File: src/rtl/lvds_pkg.sv
// Shared constants and types for the LVDS line framer.
// Holds the sync word values, default line code words, the framer state
// enum and the pixel / pixel-count widths.
package lvds_pkg;

  localparam int unsigned DATA_W = 12;
  localparam int unsigned CNT_W  = 10;

  localparam logic [DATA_W-1:0] SYNC_ONES = 12'hFFF;
  localparam logic [DATA_W-1:0] SYNC_ZERO = 12'h000;

  localparam logic [DATA_W-1:0] SOL_DEFAULT = 12'h800;
  localparam logic [DATA_W-1:0] EOL_DEFAULT = 12'h9D0;

  localparam int unsigned MAX_PIXEL_DEFAULT = 64;

  // HUNT..S3 are walked by the sync detector; ACTIVE/DRAIN belong to the framer.
  typedef enum logic [2:0] {
    ST_HUNT   = 3'd0,
    ST_S1     = 3'd1,
    ST_S2     = 3'd2,
    ST_S3     = 3'd3,
    ST_ACTIVE = 3'd4,
    ST_DRAIN  = 3'd5
  } state_e;

endpackage

File: src/rtl/lvds_sync_detect.sv
// Sync sequence hunter: FFF, 000, 000, <code>.
// Ports:
//   clk_i, rst_ni      clock, async active-low reset
//   word_i, valid_i    deserialized word and its accept strobe
//   busy_i             framer is in ACTIVE/DRAIN; only FFF is of interest
//   sync_ok_c_o        combinational: code word accepted after a full sync
//   sync_bad_c_o       combinational: sync sequence broken
//   code_c_o           combinational: the code word (valid with sync_ok_c_o)
module lvds_sync_detect
  import lvds_pkg::*;
(
  input  logic              clk_i,
  input  logic              rst_ni,
  input  logic [DATA_W-1:0] word_i,
  input  logic              valid_i,
  input  logic              busy_i,
  output logic              sync_ok_c_o,
  output logic              sync_bad_c_o,
  output logic [DATA_W-1:0] code_c_o
);

  state_e state_q, state_d;

  // State register
  always_ff @(posedge clk_i or negedge rst_ni) begin
    if (!rst_ni) state_q <= ST_HUNT;
    else         state_q <= state_d;
  end

  // Next-state and report decode
  always_comb begin
    state_d      = state_q;
    sync_ok_c_o  = 1'b0;
    sync_bad_c_o = 1'b0;
    code_c_o     = word_i;
    if (valid_i) begin
      if (busy_i) begin
        // During a line FFF both ends it and starts the next sync.
        state_d = (word_i == SYNC_ONES) ? ST_S1 : ST_HUNT;
      end else begin
        case (state_q)
          ST_HUNT: begin
            if (word_i == SYNC_ONES) state_d = ST_S1;
          end
          ST_S1: begin
            if (word_i == SYNC_ZERO) state_d = ST_S2;
            else if (word_i == SYNC_ONES) state_d = ST_S1;
            else begin
              state_d      = ST_HUNT;
              sync_bad_c_o = 1'b1;
            end
          end
          ST_S2: begin
            if (word_i == SYNC_ZERO) state_d = ST_S3;
            else begin
              state_d      = ST_HUNT;
              sync_bad_c_o = 1'b1;
            end
          end
          ST_S3: begin
            state_d     = ST_HUNT;
            sync_ok_c_o = 1'b1;
          end
          default: state_d = ST_HUNT;
        endcase
      end
    end
  end

endmodule

File: src/rtl/lvds_line_framer.sv
// Line framer: strips sync/code words from the deserialized stream and
// emits active pixels with a per-line index and a line-long write enable.
// Ports:
//   SDR_CLK, RST_N      clock, async active-low reset
//   Rx_data, Rx_valid   deserialized word, accept strobe (low = stall)
//   Pixel_data          registered active pixel
//   Pixel_count         registered index of Pixel_data within the line
//   Write_EN            registered, high for the whole active line
//   Line_done           pulse: line closed with exactly MAX_PIXEL pixels
//   Line_err            pulse: short line, or EOL after an overlong line
//   Sync_err            pulse: broken sync sequence
module lvds_line_framer
  import lvds_pkg::*;
#(
  parameter int unsigned       MAX_PIXEL = MAX_PIXEL_DEFAULT,
  parameter logic [DATA_W-1:0] SOL_CODE  = SOL_DEFAULT,
  parameter logic [DATA_W-1:0] EOL_CODE  = EOL_DEFAULT
) (
  input  logic              SDR_CLK,
  input  logic              RST_N,
  input  logic [DATA_W-1:0] Rx_data,
  input  logic              Rx_valid,
  output logic [DATA_W-1:0] Pixel_data,
  output logic [CNT_W-1:0]  Pixel_count,
  output logic              Write_EN,
  output logic              Line_done,
  output logic              Line_err,
  output logic              Sync_err
);

  localparam logic [CNT_W-1:0] LAST_IDX = CNT_W'(MAX_PIXEL - 1);

  state_e            mode_q, mode_d;
  logic [CNT_W-1:0]  cnt_q, cnt_d;
  logic [DATA_W-1:0] pix_q, pix_d;
  logic [CNT_W-1:0]  pcnt_q, pcnt_d;
  logic              we_q, we_d;
  logic              done_q, done_d;
  logic              lerr_q, lerr_d;
  logic              serr_q, serr_d;
  logic              ovr_q, ovr_d;
  logic              done_pend_q, done_pend_d;

  logic              busy;
  logic              sync_ok_c;
  logic              sync_bad_c;
  logic [DATA_W-1:0] code_c;

  assign busy = (mode_q == ST_ACTIVE) || (mode_q == ST_DRAIN);

  lvds_sync_detect u_sync (
    .clk_i        (SDR_CLK),
    .rst_ni       (RST_N),
    .word_i       (Rx_data),
    .valid_i      (Rx_valid),
    .busy_i       (busy),
    .sync_ok_c_o  (sync_ok_c),
    .sync_bad_c_o (sync_bad_c),
    .code_c_o     (code_c)
  );

  // State and output registers
  always_ff @(posedge SDR_CLK or negedge RST_N) begin
    if (!RST_N) begin
      mode_q      <= ST_HUNT;
      cnt_q       <= '0;
      pix_q       <= '0;
      pcnt_q      <= '0;
      we_q        <= 1'b0;
      done_q      <= 1'b0;
      lerr_q      <= 1'b0;
      serr_q      <= 1'b0;
      ovr_q       <= 1'b0;
      done_pend_q <= 1'b0;
    end else begin
      mode_q      <= mode_d;
      cnt_q       <= cnt_d;
      pix_q       <= pix_d;
      pcnt_q      <= pcnt_d;
      we_q        <= we_d;
      done_q      <= done_d;
      lerr_q      <= lerr_d;
      serr_q      <= serr_d;
      ovr_q       <= ovr_d;
      done_pend_q <= done_pend_d;
    end
  end

  // Framer next-state and output decode
  always_comb begin
    mode_d      = mode_q;
    cnt_d       = cnt_q;
    pix_d       = pix_q;
    pcnt_d      = pcnt_q;
    we_d        = we_q;
    done_d      = 1'b0;
    lerr_d      = 1'b0;
    serr_d      = 1'b0;
    ovr_d       = ovr_q;
    done_pend_d = 1'b0;

    // Full line closes one cycle after its last pixel, stall or not.
    if (done_pend_q) begin
      we_d   = 1'b0;
      done_d = 1'b1;
    end

    if (Rx_valid) begin
      case (mode_q)
        ST_ACTIVE: begin
          if (Rx_data == SYNC_ONES) begin
            mode_d = ST_HUNT;
            we_d   = 1'b0;
            lerr_d = 1'b1;
          end else begin
            pix_d  = Rx_data;
            pcnt_d = cnt_q;
            we_d   = 1'b1;
            cnt_d  = cnt_q + CNT_W'(1);
            if (cnt_q == LAST_IDX) begin
              mode_d      = ST_DRAIN;
              done_pend_d = 1'b1;
            end
          end
        end
        ST_DRAIN: begin
          // Any discarded word marks the line overlong for the closing EOL.
          if (Rx_data == SYNC_ONES) mode_d = ST_HUNT;
          else                      ovr_d  = 1'b1;
        end
        default: begin
          if (sync_bad_c) begin
            serr_d = 1'b1;
            ovr_d  = 1'b0;
          end
          if (sync_ok_c) begin
            ovr_d = 1'b0;
            if (code_c == SOL_CODE) begin
              mode_d = ST_ACTIVE;
              cnt_d  = '0;
            end else if (code_c == EOL_CODE) begin
              lerr_d = ovr_q;
            end else begin
              serr_d = 1'b1;
            end
          end
        end
      endcase
    end
  end

  assign Pixel_data  = pix_q;
  assign Pixel_count = pcnt_q;
  assign Write_EN    = we_q;
  assign Line_done   = done_q;
  assign Line_err    = lerr_q;
  assign Sync_err    = serr_q;

endmodule
File: config.mk
export PLATFORM = sky130hd
export DESIGN_NAME = lvds_line_framer
export DESIGN_NICKNAME = d
export VERILOG_FILES = /design/src/rtl/lvds_pkg.sv /design/src/rtl/lvds_sync_detect.sv /design/src/rtl/lvds_line_framer.sv
export SDC_FILE = /design/constraint.sdc
export NUM_CORES = 1
export LEC_CHECK = 0
export BUFFER_PORTS_ARGS = -buffer_cell sky130_fd_sc_hd__buf_4
export CORE_ASPECT_RATIO = 1.4
export CORE_UTILIZATION = 44
export DETAILED_ROUTE_END_ITERATION = 10
export PLACE_DENSITY = 0.76
export SYNTH_ARGS = -nofsm -noshare
export SYNTH_HDL_FRONTEND = slang
export SYNTH_SLANG_ARGS = --single-unit
File: constraint.sdc
create_clock -name SDR_CLK -period 1.5 [get_ports SDR_CLK]
set_clock_uncertainty 0.1 [all_clocks]
set_input_delay 0.075 -clock SDR_CLK [delete_from_list [all_inputs] [get_ports SDR_CLK]]
set_output_delay 0.075 -clock SDR_CLK [all_outputs]
set_load 0.005 [all_outputs]
==> metrics, run 1 <==
status=complete, but fails checks; failing checks=setup timing; DRT iter0 DRCs=53; Num CTS Buffers=5; Final Cycle Share=1.12; Global Route Usage Sum=0.216; leakage power=0.00165 uW; Worst Path Max Fanout=3; final setup fails=19; routed length per instance=16.3 um; Initial Util=0.469; most common cell in the netlist=dfrtp_1; area leader, netlist=dfrtp_1; final count of pins violating max slew=0; HP Class=in2reg; H-tree depth=2; hpwl dp=3590 um; Root Driver=clkbuf_8; Post-synth EDFFs=0; via count=1,841; P&R area growth vs syn=61.2%; Fmax=596 MHz; leading cell types by count after synthesis=dfrtp_1, mux2_1, nand2_1; RSZ-0062 raised after global routing=yes; post-synth cell types=49; Tmin final=1.68 ns; Critical Path AT=1.79 ns; Post-Synthesis Cell Area=2040 um^2; post-synth top area share=0.515; Final WS setup=-0.177 ns; hold depth=3; final wirelength=5560 um; Final Hold Vio Count=0; Pre-Repair DR Iteration Count=4; Port-buffer cells=40; vias in the first global route=1,771; Ys Warns=0; placed cell area=2860 um^2; number of core rows=28; clk_lat worst skew=0.29 ns; initial antenna violation count=0; CP startpoint kind=flip-flop; Cell Pwr Density=722 nW/um^2; syn_nets=192; Clock Tree Buf Depth=2; FFs w/ async S/R, synth=1.00; register area share after synthesis=0.515; worst relative slew slack=0.651; Worst Tran Pin Value=0.523 ns; DRC=0; reg2reg path depth=4; Crit Path Category=reg2reg; Final Instance Area=3290 um^2; Peak VDD IR=532 uV; #FFs+latches synth=42; first-pass GRT wire length=7910 um; Die ar.=4920 um^2; Gate Count Post-Synth=172; GRT overflow=0; diodes inserted=0; largest net degree at the start of global routing=43; Synth Flop Type=dfrtp_1; clock sinks=42; die width=59.5 um; post-layout util=0.757; Clock Pin Slew Worst Setup and Hold Paths=0.08 ns; aggregate negative setup slack=-1.84 ns; via density per instance=5.40; max cap viols=0; Worst EP required=1.62 ns; GP Congestion=0.939; synth top area cells=dfrtp_1, mux2_1, ha_1, mux2_2, nand2_1; CP endpoint kind=flip-flop; # IOs=41; mean area per synthesized cell=11.9 um^2; TritonCTS clock tree=built; setup slack after placement=-0.142 ns; die height=82.6 um; fraction of layout cells with a size suffix above 1=0.609; Layout Nets=300; CORE AREA=4340 um^2; Fillers=277; antenna violation net count after detailed routing=0
==> layout by cell type, fill, tap and decap left out, types with 3 or more instances in the layout <==
cell type / n
buf_4: 95
dfrtp_1: 40
mux2_4: 20
nand2_1: 13
o21ai_1: 6
clkbuf_8: 6
buf_6: 6
or3_1: 5
nand4_1: 4
inv_1: 4
a21oi_1: 4
ha_4: 4
nor3_2: 3
mux2i_1: 3
nand3_1: 3
==> power breakdown <==
group	internal, uW	switching [uW]	leakage (uW)
sequential	1160	33.0	0.000571
clock	370	390	0.0000472
combinational	235	188	0.00104
total	1760	611	0.00165
==> path summary, 6_finish.rpt <==
check / startpoint / to / slack, ns
max: cnt_q[1] / cnt_q[9] / -0.18
min: Rx_data[2] / Pixel_data[2] / 0.03
min reg2reg: done_pend_q / Line_done / 0.27
min in group asynchronous: RST_N / Pixel_data[2] / 0.20
max reg2reg: cnt_q[1] / cnt_q[9] / -0.18
max in group asynchronous: RST_N / u_sync.state_q[1] / 0.73
==> through the flow <==
| step | total power (uW) | hold WS [ns] | instances |
|---|---|---|---|
| 2_1_floorplan | 1330 | -0.321 | 172 |
| 3_3_place_gp | 1510 | -0.0166 | 318 |
| 3_5_place_dp | 1510 | -0.0137 | 318 |
| 4_1_cts | 2270 | 0.0253 | 334 |
| 5_1_grt | 2480 | 0.0283 | 341 |
| 6_report | 2370 | 0.0305 | 341 |
==> cell type report <==
cell class / count / area (um^2) / area share
Tap cell: 60 / 75.1 / 0.0228
Inverter: 6 / 25.0 / 0.00761
Multi-Input combinational cell: 119 / 1170 / 0.357
Clock buffer: 6 / 82.6 / 0.0251
Clock inverter: 2 / 12.5 / 0.00381
Sequential cell: 42 / 1050 / 0.321
Timing Repair Buffer: 106 / 866 / 0.263
==> registers in the layout, summed over array words and instances (netlist names) <==
signal	flops
u_sync.state_q	2
ovr_q	1
cnt_q	10
Sync_err	1
Line_done	1
Pixel_count	10
Write_EN	1
mode_q	2
Line_err	1
done_pend_q	1
Pixel_data	12
==> cell families after synthesis <==
group / after synthesis / synth area share
and+or+nand+nor: 54 / 0.166
DFF: 42 / 0.515
AOI/OAI and AO/OA: 36 / 0.124
buffers and inverters: 11 / 0.0331
muxes: 24 / 0.131
adders and majority gates: 5 / 0.0307
==> layer usage <==
metal  global-route usage  vias to the layer above  share of wire
met5                    0                        -              0
li1                     -                      855              -
met3               0.0374                       10          0.039
met1                0.257                      916           0.39
met4               0.0767                        0          0.022
met2                0.385                       60           0.55
==> worst max-delay path, stage by stage, from the launching register on <==
cell and delay, ns:
dfrtp_1 0.39, and3_1 0.23, nand4_1 0.15, or4_1 0.56
a21oi_2 0.17
==> what timing repair did <==
action / 4_1_cts / 5_1_grt
hold endpoints to repair: 43 / 0
hold buffers: 2 / 0
pin swaps: 8 / 8
buffers inserted: 6 / 8
endpoints found under the setup margin: 35 / 39
resized for setup: 18 / 32
gates cloned: 0 / 1
Note: power is estimated with default switching activity, not from simulation.
==> run 2, diff against run 1 <==
--- a/config.mk
+++ b/config.mk
@@ -8,6 +8,7 @@
 export BUFFER_PORTS_ARGS = -buffer_cell sky130_fd_sc_hd__buf_4
 export CORE_ASPECT_RATIO = 1.4
 export CORE_UTILIZATION = 44
+export CTS_BUF_LIST = sky130_fd_sc_hd__clkbuf_8
 export DETAILED_ROUTE_END_ITERATION = 10
 export PLACE_DENSITY = 0.76
 export SYNTH_ARGS = -nofsm -noshare
==> constraint.sdc (replaced) <==
create_clock -name SDR_CLK -period 1.5 [get_ports SDR_CLK]
set_clock_uncertainty 0.1 [all_clocks]
set_input_delay 0.45 -clock SDR_CLK [delete_from_list [all_inputs] [get_ports SDR_CLK]]
set_output_delay 0.45 -clock SDR_CLK [all_outputs]
set_load 0.005 [all_outputs]
==> run 2 against run 1 <==
The run still ends with setup timing left. Global-route usage fell by 0.33 points. Clock power rose by 1%. Register-to-register slack got worse by 0.05 ns. Via count barely moved. Critical path depth rose by 4. Design area rose by 1.2%. Worst setup slack got worse by 0.083 ns. Sequential power barely moved. Highest routed layer unchanged. Critical path type is now in2reg. Cell count fell by 2.6%. Combinational power rose by 22%. Largest power group unchanged. Fmax fell by 4.7%. Sequential share of layout area fell by 0.46 points.
==> metrics, run 2 (same netlist as run 1, synthesis figures left out) <==
Peak VDD IR=648 uV (+22%); HP Class=in2async; final setup fails=39 (+20); routed length per instance=17.6 um (+8.1%); failing checks=setup timing; die width=59.5 um (unchanged); met2 usage=0.387 (+0.00112); area of the multi-input gates=1210 um^2 (+3.4%); CP max stage delay=0.43 ns (-0.13 ns); Global Route Usage Sum=0.212 (-0.00332); M3 GR Usage=0.0280 (-0.00935); reg2reg path depth=5 (+1); via count=1,842 (+0.054%); Pre-Repair DR Iteration Count=4 (unchanged); fraction of layout cells with a size suffix above 1=0.603 (-0.00560); Root Driver=clkbuf_8; via density per instance=5.55 (+2.8%); final count of pins violating max slew=0 (unchanged); Worst Path Max Fanout=7 (+4); CP endpoint kind=flip-flop; Final WS setup=-0.260 ns (-0.0828 ns); Worst R2R End=cnt_q[8]; vias in the first global route=1,696 (-4.2%); slowest CP cell=o31ai_4; clk_lat worst skew=0.30 ns (about the same); diodes inserted=0 (unchanged); GRT overflow=0 (unchanged); Die ar.=4920 um^2 (unchanged); largest net degree at the start of global routing=43 (unchanged); P&R area growth vs syn=63.1%; GR peak layer=met2; die height=82.6 um (unchanged); Critical Path AT=1.89 ns (+0.10 ns); CP delay by family, top=compound AO/OA/AOI/OAI gates; PnR Total Power=2460 uW (+3.6%); Buf+Inv Stages, Crit Path=4 (+4); first-pass GRT wire length=7710 um (-2.6%); Worst Tran Pin Value=0.525 ns (+0.00192 ns); Reg-to-Reg Start=mode_q[0]; met1 Resource Use GR=0.243 (-0.0139); Cell Pwr Density=739 nW/um^2 (+2.4%); Clock Pin Slew Worst Setup and Hold Paths=0.09 ns (about the same); Clock Tree Buf Depth=2 (unchanged); Layout Nets=291 (-3.0%); max cap viols=0 (unchanged); Sequential cell area=1050 um^2 (-0.24%); Port-buffer cells=40 (unchanged); Fillers=286 (+3.2%); CORE AREA=4340 um^2 (unchanged); hpwl dp=3320 um (-7.5%); Final Cycle Share=1.17 (+0.0552); antenna violation net count after detailed routing=0 (unchanged); Fmax=568 MHz (-4.7%); max reg flops=12 (unchanged); number of core rows=28 (unchanged); hold buffers post-CTS=0 (-2); # IOs=41 (unchanged); clock sinks=42 (unchanged); H-tree depth=2 (unchanged); CP startpoint kind=input port; status=complete, but fails checks; hold_ws=0.0158 ns (-0.0147 ns); commonest non-fill, non-tap cell in the layout=buf_4; TritonCTS clock tree=built; Worst path most repeated cell=buf_6; initial antenna violation count=0 (unchanged); RSZ-0062 raised after global routing=yes; Worst EP required=1.63 ns (about the same); Tmin final=1.76 ns (+0.0828 ns); GP Congestion=0.843 (-10%); Final Hold Vio Count=0 (unchanged); flop2flop setup slack=-0.23 ns (-0.05 ns); worst relative slew slack=0.647 (-0.00451); Initial Util=0.469 (unchanged); most frequent cells in the layout=buf_4, dfrtp_1, buf_6; leakage power=0.00165 uW (about the same); DRT iter0 DRCs=56 (+5.7%); Num CTS Buffers=5 (unchanged); DRC=0 (unchanged); Crit Path Category=in2reg; final wirelength=5850 um (+5.2%); CP cell instances=buf_6 > nand4_1 > o31ai_4 > buf_6 > clkbuf_16 > buf_8 > o21ai_2 > a21oi_1
run 2: cell types whose count changed in the layout (fill, tap and decap cells not counted), sizes merged:
cell         before  now
dlygate4sd3       2    0
buf             103   95
inv               6    7
run 2: area by class of cell:
cell class	instances	area share
multi-input cells	119	0.364
flip-flops and latches	42	0.316
repair buffers	97	0.261
well taps	60	0.0226
clock buffers	5	0.0207
clock inverters	3	0.00752
inverters	6	0.00752
run 2: how the worst max path moves through the flow:
stage | start | end | slack [ns] | depth (start not counted)
2_1_floorplan | Rx_data[3] | Pixel_count[4] | -0.25 | 5
3_3_place_gp | Rx_data[8] | u_sync.state_q[0] | -0.41 | 6
3_5_place_dp | Rx_data[8] | Pixel_data[0] | -0.45 | 5
4_1_cts | mode_q[0] | cnt_q[8] | -0.21 | 5
5_1_grt | Rx_data[4] | cnt_q[5] | -0.29 | 8
6_report | Rx_data[4] | cnt_q[5] | -0.26 | 8
run 2: stage by stage:
stage                     area, um^2  instances   util  worst slack [ns]  TNS, ns
after global placement          2730        306  0.628            -0.414   -13.88
after floorplan                 2080        172      -            -0.254    -5.30
after detailed placement        2730        306  0.628            -0.454   -15.28
after CTS                       3000        319  0.691            -0.208    -2.34
final                           3330        332  0.766            -0.260    -6.83
after global routing            3330        332  0.766            -0.291    -8.13
run 2: layer usage:
layer,wire (um),part of all wire
met5,0,0
met4,147,0.025
met3,215,0.037
met2,3170,0.54
met1,2320,0.40
run 2: what timing repair did:
item,4_1_cts,5_1_grt
gates cloned,0,2
resized for setup,33,57
setup buffers,5,13
pin swaps,14,17
setup endpoints to repair,36,38
run 2: worst register-to-register path, cell delays in order (launching register included):
cell and delay (ns):
dfrtp_1 0.39, and3b_2 0.27, o31ai_4 0.10, buf_12 0.16, or4_4 0.52, a21oi_2 0.14
run 2: power breakdown:
group          switching, uW  internal [uW]
registers               18.8           1150
clock network            433            336
logic                    234            283
total                    686           1770
